===== config.mk =====
export PLATFORM = sky130hd
export DESIGN_NAME = m_stcmd
export DESIGN_NICKNAME = d
export VERILOG_FILES = /design/src/rtl/m_stcmd_pkg.sv /design/src/rtl/m_stcmd_stpcnt.sv /design/src/rtl/m_stcmd.sv
export SDC_FILE = /design/constraint.sdc
export NUM_CORES = 1
export LEC_CHECK = 0
export ABC_AREA = 1
export CORE_UTILIZATION = 60
export DETAILED_ROUTE_END_ITERATION = 10
export DONT_BUFFER_PORTS = 1
export HOLD_SLACK_MARGIN = 0.02
export PLACE_DENSITY = 0.86
export SYNTH_ARGS = -nofsm -noshare
export SYNTH_HDL_FRONTEND = slang
export SYNTH_SLANG_ARGS = --single-unit

===== constraint.sdc =====
create_clock -name CCLK -period 1.89 [get_ports CCLK]
set_input_delay 0.189 -clock CCLK [delete_from_list [all_inputs] [get_ports CCLK]]
set_output_delay 0.189 -clock CCLK [all_outputs]
set_load 0.02 [all_outputs]

===== src/rtl/m_stcmd_pkg.sv =====
// rtl/m_stcmd_pkg.sv - shared blitter command-sequencer types and constants
package m_stcmd_pkg;
  typedef enum logic [1:0] {ST_IDLE, ST_CMDF, ST_PARF, ST_GO} state_e;
  localparam int         PC_W     = 20;
  localparam int         PAR_CNT  = 12;
  localparam logic [7:0] CMD_HALT = 8'h00;
endpackage


===== src/rtl/m_stcmd_stpcnt.sv =====
// rtl/m_stcmd_stpcnt.sv - loadable wrapping program counter with async clear
module m_stpcnt #(
  parameter int W = 20
) (
  input  logic         clk,
  input  logic         rst_n,
  input  logic         ld,
  input  logic [W-1:0] ld_val,
  input  logic         inc,
  output logic [W-1:0] q
);
  logic [W-1:0] cnt_q, cnt_d;

  always_comb begin
    cnt_d = cnt_q;
    if (ld)       cnt_d = ld_val;
    else if (inc) cnt_d = cnt_q + {{(W-1){1'b0}}, 1'b1};
  end

  always_ff @(posedge clk or negedge rst_n) begin
    if (!rst_n) cnt_q <= '0;
    else        cnt_q <= cnt_d;
  end

  assign q = cnt_q;
endmodule


===== src/rtl/m_stcmd.sv =====
// rtl/m_stcmd.sv - blitter command/parameter fetch sequencer
// Optional STCMD_PARSKIP_EN: odd nonzero commands skip the parameter fetch.
module m_stcmd
  import m_stcmd_pkg::*;
(
  input  logic            CCLK,
  input  logic            RESETL,
  input  logic            START,
  input  logic            ABORT,
  input  logic [PC_W-1:0] PCIN,
  input  logic [7:0]      DATA,
  input  logic            CYCEND,
  input  logic            PCEN,
  input  logic            UPDPCL,
  input  logic            INDONE,
  output logic            COMCRQ,
  output logic            PARCRQ,
  output logic [PC_W-1:0] PC,
  output logic [7:0]      CMD,
  output logic [7:0]      PARD,
  output logic [3:0]      PARIDX,
  output logic            PARLD,
  output logic            INSTART,
  output logic            RUN
);
  state_e     state_q, state_d;
  logic       comcrq_q, comcrq_d, parcrq_q, parcrq_d;
  logic [7:0] cmd_q, cmd_d, pard_q, pard_d;
  logic [3:0] paridx_q, paridx_d, cnt_q, cnt_d;
  logic       parld_q, parld_d, instart_q, instart_d, run_q, run_d;
  logic       pc_ld, pc_inc, prog_cyc, par_skip;

  assign prog_cyc = CYCEND & PCEN;
`ifdef STCMD_PARSKIP_EN
  assign par_skip = DATA[0];
`else
  assign par_skip = 1'b0;
`endif

  always_comb begin
    state_d   = state_q;
    comcrq_d  = comcrq_q;
    parcrq_d  = parcrq_q;
    cmd_d     = cmd_q;
    pard_d    = pard_q;
    paridx_d  = paridx_q;
    cnt_d     = cnt_q;
    parld_d   = 1'b0;
    instart_d = 1'b0;
    run_d     = run_q;
    pc_ld     = 1'b0;
    pc_inc    = (state_q != ST_IDLE) && !UPDPCL && !ABORT;
    if (ABORT) begin
      state_d  = ST_IDLE;
      comcrq_d = 1'b0;
      parcrq_d = 1'b0;
      run_d    = 1'b0;
    end else begin
      case (state_q)
        ST_IDLE: if (START) begin
          pc_ld    = 1'b1;
          run_d    = 1'b1;
          comcrq_d = 1'b1;
          state_d  = ST_CMDF;
        end
        ST_CMDF: begin
          comcrq_d = 1'b1;
          if (prog_cyc) begin
            cmd_d    = DATA;
            comcrq_d = 1'b0;
            if (DATA == CMD_HALT) begin
              state_d = ST_IDLE;
              run_d   = 1'b0;
            end else if (par_skip) begin
              state_d   = ST_GO;
              instart_d = 1'b1;
            end else begin
              state_d  = ST_PARF;
              paridx_d = 4'd0;
              cnt_d    = 4'd0;
              parcrq_d = 1'b1;
            end
          end
        end
        ST_PARF: begin
          // Request drops on every program cycle end and returns a tick later.
          parcrq_d = 1'b1;
          if (prog_cyc) begin
            parcrq_d = 1'b0;
            pard_d   = DATA;
            parld_d  = 1'b1;
            paridx_d = cnt_q;
            cnt_d    = cnt_q + 4'd1;
            if (cnt_q == 4'(PAR_CNT - 1)) begin
              state_d   = ST_GO;
              instart_d = 1'b1;
            end
          end
        end
        ST_GO: if (INDONE) begin
          state_d  = ST_CMDF;
          comcrq_d = 1'b1;
        end
        default: state_d = ST_IDLE;
      endcase
    end
  end

  always_ff @(posedge CCLK or negedge RESETL) begin
    if (!RESETL) begin
      state_q   <= ST_IDLE;
      comcrq_q  <= 1'b0;
      parcrq_q  <= 1'b0;
      cmd_q     <= 8'h00;
      pard_q    <= 8'h00;
      paridx_q  <= 4'd0;
      cnt_q     <= 4'd0;
      parld_q   <= 1'b0;
      instart_q <= 1'b0;
      run_q     <= 1'b0;
    end else begin
      state_q   <= state_d;
      comcrq_q  <= comcrq_d;
      parcrq_q  <= parcrq_d;
      cmd_q     <= cmd_d;
      pard_q    <= pard_d;
      paridx_q  <= paridx_d;
      cnt_q     <= cnt_d;
      parld_q   <= parld_d;
      instart_q <= instart_d;
      run_q     <= run_d;
    end
  end

  m_stpcnt #(.W(PC_W)) u_pc (
    .clk    (CCLK),
    .rst_n  (RESETL),
    .ld     (pc_ld),
    .ld_val (PCIN),
    .inc    (pc_inc),
    .q      (PC)
  );

  assign COMCRQ  = comcrq_q;
  assign PARCRQ  = parcrq_q;
  assign CMD     = cmd_q;
  assign PARD    = pard_q;
  assign PARIDX  = paridx_q;
  assign PARLD   = parld_q;
  assign INSTART = instart_q;
  assign RUN     = run_q;
endmodule


## Word-level counts from Yosys, hierarchy flattened

Cells that the tools add are included.

- Bitwise operators: 2
- Reductions and logical operators: 19
- Muxes and demuxes: 39
- Equal/unequal tests: 14
- $add $sub $neg: 2

Operators by type and width:

| cell | number |
|---|---|
| 2-to-1 mux 20 bit | 2 |
| inequality test 3 bit, second input constant | 7 |
| adder 20 x 1 -> 20 bit, second input constant | 1 |
| 2-to-1 mux 1 bit | 20 |
| 2-to-1 mux 4 bit | 4 |
| one-hot mux 4 bit (2 select lines) | 2 |
| 2-to-1 mux 2 bit | 7 |
| AND reduction 3 bit | 4 |
| AND reduction 5 bit | 2 |
| zero test 8 bit | 1 |
| one-hot mux 2 bit (4 select lines) | 1 |
| inequality test 2 bit, second input constant | 3 |
| nonzero test 2 bit | 3 |
| nonzero test 3 bit | 2 |
| adder 4 x 1 -> 4 bit, second input constant | 1 |
| equality test 2 bit, second input constant | 2 |
| equality test 4 bit, second input constant | 1 |
| one-hot mux 1 bit (2 select lines) | 2 |
| AND reduction 4 bit | 1 |
| nonzero test 4 bit | 1 |
| one-hot mux 1 bit (3 select lines) | 1 |
| equality test 2 x 1 -> 1 bit, second input constant | 1 |
| logical AND 1 bit | 2 |
| zero test 1 bit | 2 |
| other kinds (3) | 3 |

- Register bits after elaboration: 51
- Logic and storage cells: 87
- Bits of input ports: 36
- Output and inout bits: 45

## Logic depth before layout (Yosys ltp)

- Depth in word-level cells: 5
- Depth in mapped cells: 10
- Depth with buffers taken out: 10

## Hierarchy

From an unflattened synthesis, not the netlist that was laid out.

- Cells, all modules: 368
- Area, all modules: 2874.0 µm²

By module, submodules not included:

| module | times used | sequential area each (µm²) | area each (µm²) | cells each |
|---|---|---|---|---|
| m_stcmd | 1 | 775.7 | 1517.7 | 177 |
| m_stpcnt | 1 | 500.5 | 1356.3 | 191 |

## Least setup slack after synthesis

Ideal clock, no wire load.

- Path type: reg-to-reg
- Start point: register u_pc.cnt_q[1], in the netlist u_pc.q[1]
- End point: register u_pc.cnt_q[18], in the netlist u_pc.q[18]
- Data required time: 1.773 ns
- Setup time: 0.117 ns
- Slack: 0.396 ns
- Cell stages (with the launch flop): 11
- Arrival: 1.377 ns
- Path buffers: 0
- Period minus slack after synthesis: 1.494 ns
- Cell sequence: dfrtp_1 ha_1 nand2_1 nor2_1 nand2_1 nor2_2 nand2_1 nand2_1 nand3_1 nand2_1 nand2_1

- Longest elaborated chain between the ends: 3

Ends and longest elaborated chain:

| element | line | RTL |
|---|---|---|
| start, declared | m_stcmd_stpcnt.sv:12 | `logic [W-1:0] cnt_q, cnt_d;` |
| start signal, assigned | m_stcmd_stpcnt.sv:22 | `else cnt_q <= cnt_d;` |
| adder 20 x 1 -> 20 bit | m_stcmd_stpcnt.sv:17 | `else if (inc) cnt_d = cnt_q + {{(W-1){1'b0}}, 1'b1};` |
| 2-to-1 mux 20 bit | m_stcmd_stpcnt.sv:17 |  |
| 2-to-1 mux 20 bit | m_stcmd_stpcnt.sv:16 | `if (ld) cnt_d = ld_val;` |

No other way between the ends. The select of a mux whose other input is x is not followed.
A chain may end at the register's enable or synchronous reset.

## Worst setup path after layout

- Start point: register state_q[0]
- End point: register u_pc.cnt_q[14], in the netlist u_pc.q[14]

- Longest elaborated chain between the ends: 4
- Elaborated cells between the ends (all ways): 8
- Those cells by class: 3 x mux; 5 x reduce/logical

Ends and longest elaborated chain:

| element | line | RTL |
|---|---|---|
| start, declared | m_stcmd.sv:26 | `state_e state_q, state_d;` |
| start signal, assigned | m_stcmd.sv:122 | `state_q <= state_d;` |
| zero test 2 bit / nonzero test 2 bit (equally long branches) | m_stcmd.sv:59, m_stcmd.sv:52 |  |
| 2-to-1 mux 1 bit / logical AND 1 bit (equally long branches) | m_stcmd.sv:59, m_stcmd.sv:52 |  |
| 2-to-1 mux 1 bit / logical AND 1 bit (equally long branches) | m_stcmd.sv:53, m_stcmd.sv:52 |  |
| 2-to-1 mux 20 bit / nonzero test 2 bit (equally long branches) | - |  |

Several ways; a longest one is shown, not always the timed one.

==> reports/results.ini <==
[clocking]
htree_levels = 2
clk_latency_ns = 0.31
clockRootBuffer = clkbuf_8
clk_pin_slew_worst_paths_ns = 0.10
cts.path.max_buffers = 2
clkSinkCount = 51
cts_tree = built
cts-buffers-inserted = 5

[drt]
drc_errors = 0
vias = 2529
antenna_left = 0
drt_iter0_markers = 226
routed_wl_um = 6560
routedWlPerCell_um = 14.1
dr.pass1.iters = 4
vias_per_cell = 5.45

[grt]
grt_pass1_vias = 2409
grt_antenna_before_repair = 0
busiest_layer = met2
grt_pass1_wl_um = 11200
grt_use_met3 = 0.0736
grt_max_degree = 52
met2_usage = 0.445
gr-total-overflow = 0
grt_use_met1 = 0.348
grt_util_all_layers = 0.274

[place]
place_inst = 453
dpl.hpwl_um = 4680
gp_congestion = 0.905
io_buffers = 0

[layout]
n_antenna_cell = 0
layout-drive-gt1-share = 0.116
nets = 438
syn_to_final_growth_pct = 6.74
nFillCells = 413
post-route-util = 0.667
stdcell_count = 464

[worst_setup_path]
reg2reg_depth = 7
r2r-start = state_q[0]$_DFFE_PN0P_
slowest_delay_ns = 0.41
crit_family = flip-flops
worstSetupPathType = register to register
rrSetupSlack_ns = 0.18
critPathBufInv = 2
cp-end-kind = register
crit_required_ns = 2.09
crit_fanout = 11
cp.arrival_ns = 1.91
cp_slowest_cell = dfrtp_1
worstPathCellList = inv_1 > ha_2 > nand3_4 > buf_4 > o21ai_0 > o21bai_1 > nand2_1
startpoint_type = register
reg2reg_to = u_pc.q[14]$_DFFE_PN0P_

[power]
internal-power_uw = 2260
p_seq_frac = 0.508
irDropWorstVdd_uv = 697
p_clk_frac = 0.150
swShare = 0.488
leakagePower_uw = 0.00154
cellPowerDensity_mw_per_mm2 = 1400
p_switching_uw = 2160
combPwrFrac = 0.342

[sta]
min_period_ns = 1.71
worst_slew_pin_slew_ns = 0.373
clock_skew_ns = 0.00888
grt_setup_unrepaired = false
max_freq_ghz = 0.585
hold_viol_final = 0
finalSetupViolCount = 0
slew_headroom = 0.751
fin_crit_sh = 0.905
slew_viol_final = 0
fin_setup_tns_ns = 0

[synth]
synth_cell_type_count = 35
synth-edff-count = 0
syn_nets = 431
synth_seq_cells = 51
ys_warn_count = 0
async_flop_share = 1.00
syn_inst = 389
syn-cell-area_mm2 = 0.00295
ys.flop_type = dfrtp_1
avgSynthCellArea_um2 = 7.58
seq_area_frac_synth = 0.433

[hold_path]
holdPathEnd = u_pc.q[10]$_DFFE_PN0P_
worstHoldStart = PCIN[10]
worst_hold_path.num_cells = 2
min_path_type = input port to register

[floorplanning]
die_w_um = 72.1
initial_core_util = 0.625
die_area_mm2 = 0.00520
die_h_um = 72.1
io_pins = 81
core_area_mm2 = 0.00472
fp-row-count = 25

[status]
status = finished, final reports clean

[flow_run]
max_cap_viol_count = 0

-- logic make-up (layout without fill, tap and decap cells) --
| kind of cell | after synthesis | count (layout) | synth area share |
|---|---|---|---|
| DFF | 51 | 51 | 0.433 |
| adders and majority gates | 6 | 6 | 0.0254 |
| and+or+nand+nor | 200 | 200 | 0.304 |
| AOI/OAI and AO/OA | 69 | 69 | 0.134 |
| xor gates and xnor gates | 4 | 4 | 0.0119 |
| buffers and inverters | 59 | 67 | 0.0916 |
-- area by class of cell --
| cell class | count | area, um2 | area share |
|---|---|---|---|
| flip-flops and latches | 51 | 1280 | 0.405 |
| well taps | 67 | 83.8 | 0.0266 |
| clock buffers | 5 | 68.8 | 0.0219 |
| inverters | 49 | 189 | 0.0600 |
| repair buffers | 10 | 100 | 0.0318 |
| clock inverters | 3 | 25.0 | 0.00795 |
| multi-input cells | 279 | 1410 | 0.447 |
-- what timing repair did --
| action | CTS | global route |
|---|---|---|
| endpoints found under the hold margin | 52 | 0 |
| hold buffers | 3 | 0 |
| gates resized for setup | 0 | 1 |
| setup buffers | 0 | 0 |
| endpoints found under the setup margin | 0 | 2 |
-- through the flow --
step | hold WS, ns | total power [uW] | setup slack, ns | area (um2)
3_5_place_dp | -0.105 | 3720 | 0.202 | 3010
4_1_cts | 0.0326 | 4420 | 0.197 | 3150
5_1_grt | 0.0520 | 4790 | 0.0338 | 3150
3_3_place_gp | -0.105 | 3660 | 0.292 | 3010
2_1_floorplan | -0.107 | 3360 | 0.396 | 2950
6_report | 0.0340 | 4420 | 0.180 | 3150
-- layout by cell type (no fill, tap or decap) --
master / netlist / routed
nand3_4: 1 / 1
o21ai_0: 38 / 38
a31oi_1: 1 / 1
ha_1: 6 / 5
buf_4: 4 / 7
nand2_4: 3 / 3
o21ai_2: 8 / 8
inv_1: 44 / 44
o211ai_1: 1 / 1
or2_2: 3 / 3
o22ai_1: 3 / 3
dlygate4sd3_1: 0 / 2
a21oi_1: 6 / 6
or2_0: 1 / 1
inv_4: 2 / 2
xor2_1: 4 / 4
nor3_1: 4 / 4
clkinvlp_4: 0 / 1
inv_2: 3 / 3
nand2_1: 109 / 109
nand2_8: 1 / 1
nor2_1: 40 / 40
clkinv_4: 0 / 2
dfrtp_1: 51 / 51
nand3_1: 20 / 20
clkbuf_8: 0 / 5
nand3b_1: 1 / 1
nand2_2: 4 / 4
o21ai_1: 7 / 7
or2_1: 1 / 1
nor2_2: 2 / 2
ha_2: 0 / 1
nand4_1: 8 / 8
nand3_2: 1 / 1
buf_16: 0 / 1
nor2_4: 1 / 1
a211oi_1: 4 / 4
o21bai_1: 1 / 1
-- routing by layer --
metal / routed length [um] / share of wire
met4: 81 / 0.012
met5: 0 / 0
met3: 448 / 0.068
met2: 3250 / 0.50
met1: 2780 / 0.42
-- Yosys cell counts (2+ instances only) --
cell      count  area (um2)
buf_2         4        20.0
nand2_1     109         409
xor2_1        4        35.0
nand2_4       3        33.8
o21ai_0      38         190
dfrtp_1      51        1280
buf_4         4        30.0
nand2_2       4        25.0
inv_4         2        12.5
inv_2         3        11.3
ha_1          6        75.1
a211oi_1      4        30.0
a21oi_1       6        30.0
o21ai_1       7        35.0
nand3_1      20         100
o21ai_2       8        70.1
nor3_1        4        20.0
or2_2         3        18.8
nand4_1       8        50.1
nor2_2        2        12.5
inv_1        44         165
o22ai_1       3        18.8
nor2_1       40         150
-- how the worst max path moves through the flow --
stage,startpoint,endpoint,slack (ns),cells after the start
5_1_grt,state_q[1]$_DFFE_PN0P_,u_pc.q[14]$_DFFE_PN0P_,0.03,7
6_report,state_q[0]$_DFFE_PN0P_,u_pc.q[14]$_DFFE_PN0P_,0.18,7
2_1_floorplan,u_pc.q[1]$_DFFE_PN0P_,u_pc.q[18]$_DFFE_PN0P_,0.40,10
4_1_cts,state_q[0]$_DFFE_PN0P_,u_pc.q[4]$_DFFE_PN0P_,0.20,7
3_3_place_gp,state_q[0]$_DFFE_PN0P_,u_pc.q[4]$_DFFE_PN0P_,0.29,7
3_5_place_dp,state_q[0]$_DFFE_PN0P_,u_pc.q[4]$_DFFE_PN0P_,0.20,7
-- registers in the layout, summed over array words and instances (netlist names) --
name and flops:
CMD 8, INSTART 1, RUN 1, PARD 8, COMCRQ 1, PARLD 1
PARIDX 4, u_pc.q 20, cnt_q 4, state_q 2, PARCRQ 1
-- power groups by stage --
stage	clock [uW]	combinational (uW)	sequential, uW
6_report	662	1510	2250
5_1_grt	720	1740	2320
4_1_cts	672	1490	2250
3_5_place_dp	0	1450	2270
3_3_place_gp	0	1400	2260
2_1_floorplan	0	1130	2220
No activity file was read; power rests on OpenSTA's default activity.
